## config.mk

```make
export PLATFORM = sky130hd
export DESIGN_NAME = nonce_scanner
export DESIGN_NICKNAME = d
export VERILOG_FILES = /design/src/rtl/miner_pkg.sv /design/src/rtl/hash_le_target.sv /design/src/rtl/nonce_scanner.sv
export SDC_FILE = /design/constraint.sdc
export NUM_CORES = 2
export LEC_CHECK = 0
export BUFFER_PORTS_ARGS = -buffer_cell sky130_fd_sc_hd__buf_2
export CORE_AREA = 2 2 733 735
export DETAILED_ROUTE_END_ITERATION = 10
export DIE_AREA = 0 0 735 737
export PLACE_DENSITY_LB_ADDON = 0.2
export SYNTH_ARGS = -nofsm -noshare
export SYNTH_HDL_FRONTEND = slang
export SYNTH_SLANG_ARGS = --single-unit
```

## constraint.sdc

```tcl
create_clock -name clk -period 39.3 [get_ports clk]
set_input_delay 11.79 -clock clk [delete_from_list [all_inputs] [get_ports clk]]
set_output_delay 11.79 -clock clk [all_outputs]
set_load 0.02 [all_outputs]
```

## src/rtl/miner_pkg.sv

```systemverilog
// Shared widths, FSM state encoding and the nonce byte-order helper
// used by the nonce scanner.
package miner_pkg;

  localparam int HEADER_W = 608;
  localparam int TARGET_W = 256;
  localparam int NONCE_W  = 32;

  typedef enum logic [1:0] {
    ST_IDLE,
    ST_ISSUE,
    ST_RELEASE,
    ST_DRAIN
  } state_t;

  // The block header carries the nonce little-endian.
  function automatic logic [NONCE_W-1:0] byteswap32(input logic [NONCE_W-1:0] x);
    return {x[7:0], x[15:8], x[23:16], x[31:24]};
  endfunction

endpackage

```

## src/rtl/hash_le_target.sv

```systemverilog
// Unsigned 256-bit difficulty check: asserts le when hash <= target.
module hash_le_target
  import miner_pkg::*;
(
  input  logic [TARGET_W-1:0] hash,
  input  logic [TARGET_W-1:0] target,
  output logic                le
);

  assign le = (hash <= target);

endmodule

```

## src/rtl/nonce_scanner.sv

```systemverilog
// Walks a nonce range through an external sha256 core using a start/ready
// handshake, compares each result against the target and reports hits.
module nonce_scanner
  import miner_pkg::*;
#(
  parameter bit STOP_ON_FOUND = 1'b1
) (
  input  logic                clk,
  input  logic                reset,
  input  logic                job_valid,
  input  logic [HEADER_W-1:0] job_header,
  input  logic [TARGET_W-1:0] job_target,
  input  logic [NONCE_W-1:0]  nonce_first,
  input  logic [NONCE_W-1:0]  nonce_last,
  input  logic                abort,
  output logic                core_start,
  output logic [HEADER_W+NONCE_W-1:0] core_data,
  input  logic [TARGET_W-1:0] core_hash,
  input  logic                core_ready,
  output logic                busy,
  output logic                found_valid,
  output logic [NONCE_W-1:0]  found_nonce,
  output logic                done,
  output logic [2:0]          status,
  output logic [31:0]         hash_count
);

  state_t              state;
  logic [HEADER_W-1:0] header_q;
  logic [TARGET_W-1:0] target_q;
  logic [NONCE_W-1:0]  nonce_q;
  logic [NONCE_W-1:0]  last_q;
  logic                hit_q;
  logic                abort_q;
  logic                drain_seen_q;
  logic                hash_le;

  hash_le_target u_cmp (
    .hash   (core_hash),
    .target (target_q),
    .le     (hash_le)
  );

  assign core_data = {header_q, byteswap32(nonce_q)};

  // status is {aborted, exhausted, found}; done and found_valid are single-cycle pulses.
  always_ff @(posedge clk or posedge reset) begin
    if (reset) begin
      state        <= ST_IDLE;
      header_q     <= '0;
      target_q     <= '0;
      nonce_q      <= '0;
      last_q       <= '0;
      hit_q        <= 1'b0;
      abort_q      <= 1'b0;
      drain_seen_q <= 1'b0;
      core_start   <= 1'b0;
      busy         <= 1'b0;
      found_valid  <= 1'b0;
      found_nonce  <= '0;
      done         <= 1'b0;
      status       <= 3'b000;
      hash_count   <= '0;
    end else begin
      found_valid <= 1'b0;
      done        <= 1'b0;
      case (state)
        ST_IDLE: begin
          if (job_valid && !abort) begin
            header_q   <= job_header;
            target_q   <= job_target;
            nonce_q    <= nonce_first;
            last_q     <= nonce_last;
            hit_q      <= 1'b0;
            abort_q    <= 1'b0;
            status     <= 3'b000;
            hash_count <= '0;
            core_start <= 1'b1;
            busy       <= 1'b1;
            state      <= ST_ISSUE;
          end
        end

        ST_ISSUE: begin
          // Abort wins over a simultaneous result; the core still has to be drained.
          if (abort) begin
            core_start   <= 1'b0;
            drain_seen_q <= core_ready;
            state        <= ST_DRAIN;
          end else if (core_ready) begin
            core_start <= 1'b0;
            hit_q      <= hash_le;
            abort_q    <= 1'b0;
            hash_count <= hash_count + 32'd1;
            if (hash_le) begin
              found_valid <= 1'b1;
              found_nonce <= nonce_q;
              status[0]   <= 1'b1;
            end
            state <= ST_RELEASE;
          end
        end

        ST_RELEASE: begin
          if (abort) begin
            abort_q <= 1'b1;
          end
          if (!core_ready) begin
            if (abort || abort_q) begin
              status[2] <= 1'b1;
              busy      <= 1'b0;
              done      <= 1'b1;
              state     <= ST_IDLE;
            end else if (hit_q && STOP_ON_FOUND) begin
              busy  <= 1'b0;
              done  <= 1'b1;
              state <= ST_IDLE;
            end else if (nonce_q == last_q) begin
              status[1] <= 1'b1;
              busy      <= 1'b0;
              done      <= 1'b1;
              state     <= ST_IDLE;
            end else begin
              nonce_q    <= nonce_q + 32'd1;
              core_start <= 1'b1;
              state      <= ST_ISSUE;
            end
          end
        end

        ST_DRAIN: begin
          if (!drain_seen_q) begin
            if (core_ready) begin
              drain_seen_q <= 1'b1;
            end
          end else if (!core_ready) begin
            drain_seen_q <= 1'b0;
            status[2]    <= 1'b1;
            busy         <= 1'b0;
            done         <= 1'b1;
            state        <= ST_IDLE;
          end
        end

        default: state <= ST_IDLE;
      endcase
    end
  end

endmodule

```

==> run summary <==
reg2reg setup slack: 33.58 ns
Crit path arrival time: 16.87 ns
Yosys top cell by area: dfrtp_1
vias in the first global route: 44900
RSZ-0062 raised after global routing: no
grt ovf: 0
Slew Limit Fails: 0
period utilisation layout: 41.0%
Die Width: 735 um
Detail Placement HPWL: 341 mm
fin area: 68500 um2
Reg area: 25100 um2
Cell Chain, Critical Path: buf_2, nor3_2, buf_12, buf_12, buf_4, buf_4, buf_4, buf_4, nand2_1, nand2_1
Final Critical Period: 16.10 ns
cell family with most CP delay: buffers and inverters
total power: 5.65 mW
Clock Root Buffer: clkbuf_16
latest clock arrival within the worst-skew pair: 0.85 ns
Synth Area in Compound Gates: 7.27%
Worst slew margin: 13.5%
routed wire length on met3: 36.6 mm
H-tree depth: 4
commonest non-fill, non-tap cells in the layout: 2282 x nand2_1, 1899 x buf_2, 1004 x dfrtp_1, 320 x o21ai_0, 267 x inv_1
Initial Util: 8.36%
Worst-Margin Slew: 1.29 ns
Global Route Usage Sum: 14.1%
# fillers: 61900
f_max: 62.1 MHz
TritonCTS Sinks: 1004
async set-reset flop share out of synthesis: 100%
slowest cell on the critical path: buf_4
Placed Area: 62800 um2
Multi-input gate area: 17700 um2
CTS buffer count: 155
worst path buffer plus inverter count: 7
CP max stage delay: 0.81 ns
post-synth top area share: 56.2%
pin count of the biggest net entering global routing: 156
Starting DRT DRC Count: 2763
share of cells above drive strength 1: 32.1%
maximum vdd drop: 0.0000391 V
Synth Area in XOR/XNOR: 1.12%
synth warn: 0
nets@finish: 8394
clock skew: 0.0540 ns
fin cells: 14300
core area: 534000 um2
post-synthesis cell type count: 56
metal2 WL: 195 mm
Area contributors post-synth: dfrtp_1 56%, nand2_1 19%, ha_1 7.2%
mux cell area share after synthesis: 0.876%
largest family of logic cells by synthesized area: simple AND/OR/NAND/NOR gates
total I/O pin count: 1900
pre-CTS WS: 22.43 ns
Die Ht: 737 um
crit-path most repeated cell: buf_4
Synth Cell Area: 44700 um2
CTS tree: built
Placed Cells: 13800
DR DRC count: 0
wire length on met1: 151 mm
Max Cap Violations: 0
TritonRoute pass-1 iters: 5
most common cell after layout, fill and taps aside: nand2_1
#FFs+latches synth: 1004
Hold Vio Cnt, Final: 0
Resized cells post-CTS: 0
Clock Path Buffers: 4
via-per-instance ratio: 3.10
Worst setup SP type: input port
Syn Inst Count: 5045
Mapped Nets: 6492
worst hold path type: flip-flop to flip-flop
post-synthesis simple-gate area fraction: 23.0%
row count: 269
first-pass GRT wire length: 498 mm
final setup slack of the worst path: 23.20 ns
Power Density: 82.5 nW/um2
Worst EP required: 40.07 ns
Area Overhead vs Synth: 53.4%
WS Path Type: input port to flip-flop
sequential area share after synthesis: 56.2%
CTS Hold Bufs: 0
top_reg_cell synth: dfrtp_1
Vias: 44300
Sum Neg Setup Slack: 0 ns
clock-pin slew on the worst setup and hold paths: 0.06 ns
Synth Area in Adders: 7.22%
EDFF count, synth: 0
GPL Wtd Cong: 0.910
Leak: 33.9 nW
die footprint: 542000 um2
syn_area_per_cell: 8.86 um2
initial antenna violation count: 335
WL/cell: 27.8 um
outcome: finished, final reports clean
hold_ws: 0.467 ns
Final setup viols: 0
CP Capture Type: flip-flop
postcts setup bufs: 0
antenna-violating nets left: 0
Max Used Layer: met5
port bufs: 1899
critical-path maximum fanout: 146
Total Routed Length: 398 mm
Finished Core Util: 12.8%
[final timing paths]
path / from / depth (start not counted) / endpoint
worst max-delay path: abort / 10 / header_q[602]$_DFFE_PP0P_
max in group asynchronous: reset / 7 / header_q[195]$_DFFE_PP0P_
worst min register to register: header_q[290]$_DFFE_PP0P_ / 2 / header_q[290]$_DFFE_PP0P_
worst min-delay path: header_q[290]$_DFFE_PP0P_ / 2 / header_q[290]$_DFFE_PP0P_
worst max register to register: state[0]$_DFFE_PP0P_ / 10 / header_q[602]$_DFFE_PP0P_
min in group asynchronous: reset / 2 / busy$_DFFE_PP0P_
[layout make-up]
type                            instances  share of cell area [%]
Sequential cell                      1004                    36.7
Multi-Input combinational cell       3541                    25.8
Timing Repair Buffer                 1977                    14.8
Tap cell                             7046                    12.9
Clock buffer                          223                    6.67
Inverter                              268                    1.47
Clock inverter                         49                   0.971
Antenna cell                          193                   0.705
[report_power, final]
group | switching (mW) | internal (mW) | total, mW
registers | 0.314 | 1.51 | 1.82
clock network | 0.603 | 0.888 | 1.49
logic | 1.68 | 0.660 | 2.34
[per-layer routing]
layer | track usage (%) | vias up
met5 | 0 | -
met3 | 5.40 | 725
met4 | 4.45 | 184
met1 | 15.7 | 21100
met2 | 24.6 | 2033
li1 | - | 20300
[state kept, by name, indices dropped and copies added, names as in the netlist, 2 cells and up]
register / count
last_q: 32
header_q: 608
nonce_q: 32
state: 2
hash_count: 32
found_nonce: 32
status: 3
target_q: 256
[cell families (layout without fill, tap and decap cells)]
family | Yosys count | after routing
flops | 1004 | 1004
fa+ha+maj | 258 | 258
compound gates | 590 | 590
other cells | 0 | 193
simple gates | 2601 | 2601
xor+xnor | 57 | 57
mux | 35 | 35
buf+inv | 500 | 2517
[synthesized netlist by cell type, types with 5 or more instances]
| master | count |
|---|---|
| inv_1 | 268 |
| xnor2_1 | 8 |
| and4_1 | 8 |
| and3_1 | 7 |
| a2111oi_0 | 5 |
| a21o_1 | 30 |
| nand3_1 | 66 |
| nor4_1 | 24 |
| a21oi_1 | 162 |
| clkbuf_1 | 226 |
| o21ai_0 | 321 |
| a211oi_1 | 14 |
| a31oi_1 | 6 |
| ha_1 | 258 |
| o31ai_1 | 5 |
| nand2_1 | 2282 |
| nor2_1 | 79 |
| xor2_1 | 49 |
| o21a_1 | 6 |
| mux2_2 | 31 |
| nand4_1 | 76 |
| o22ai_1 | 13 |
| nor2b_1 | 7 |
| dfrtp_1 | 1004 |
| or3_1 | 11 |
| nor3_1 | 25 |
| a221oi_1 | 6 |
[worst register-to-register path, cell delays in order, from the launching register on]
cell and delay [ns]:
dfrtp_1 0.55, nand2b_1 0.28, nor3_2 0.23, buf_12 0.57, buf_12 0.59, buf_4 0.71
buf_4 0.72, buf_4 0.84, buf_4 0.86, nand2_1 0.23, nand2_1 0.10
(Power assumes the default switching activity.)
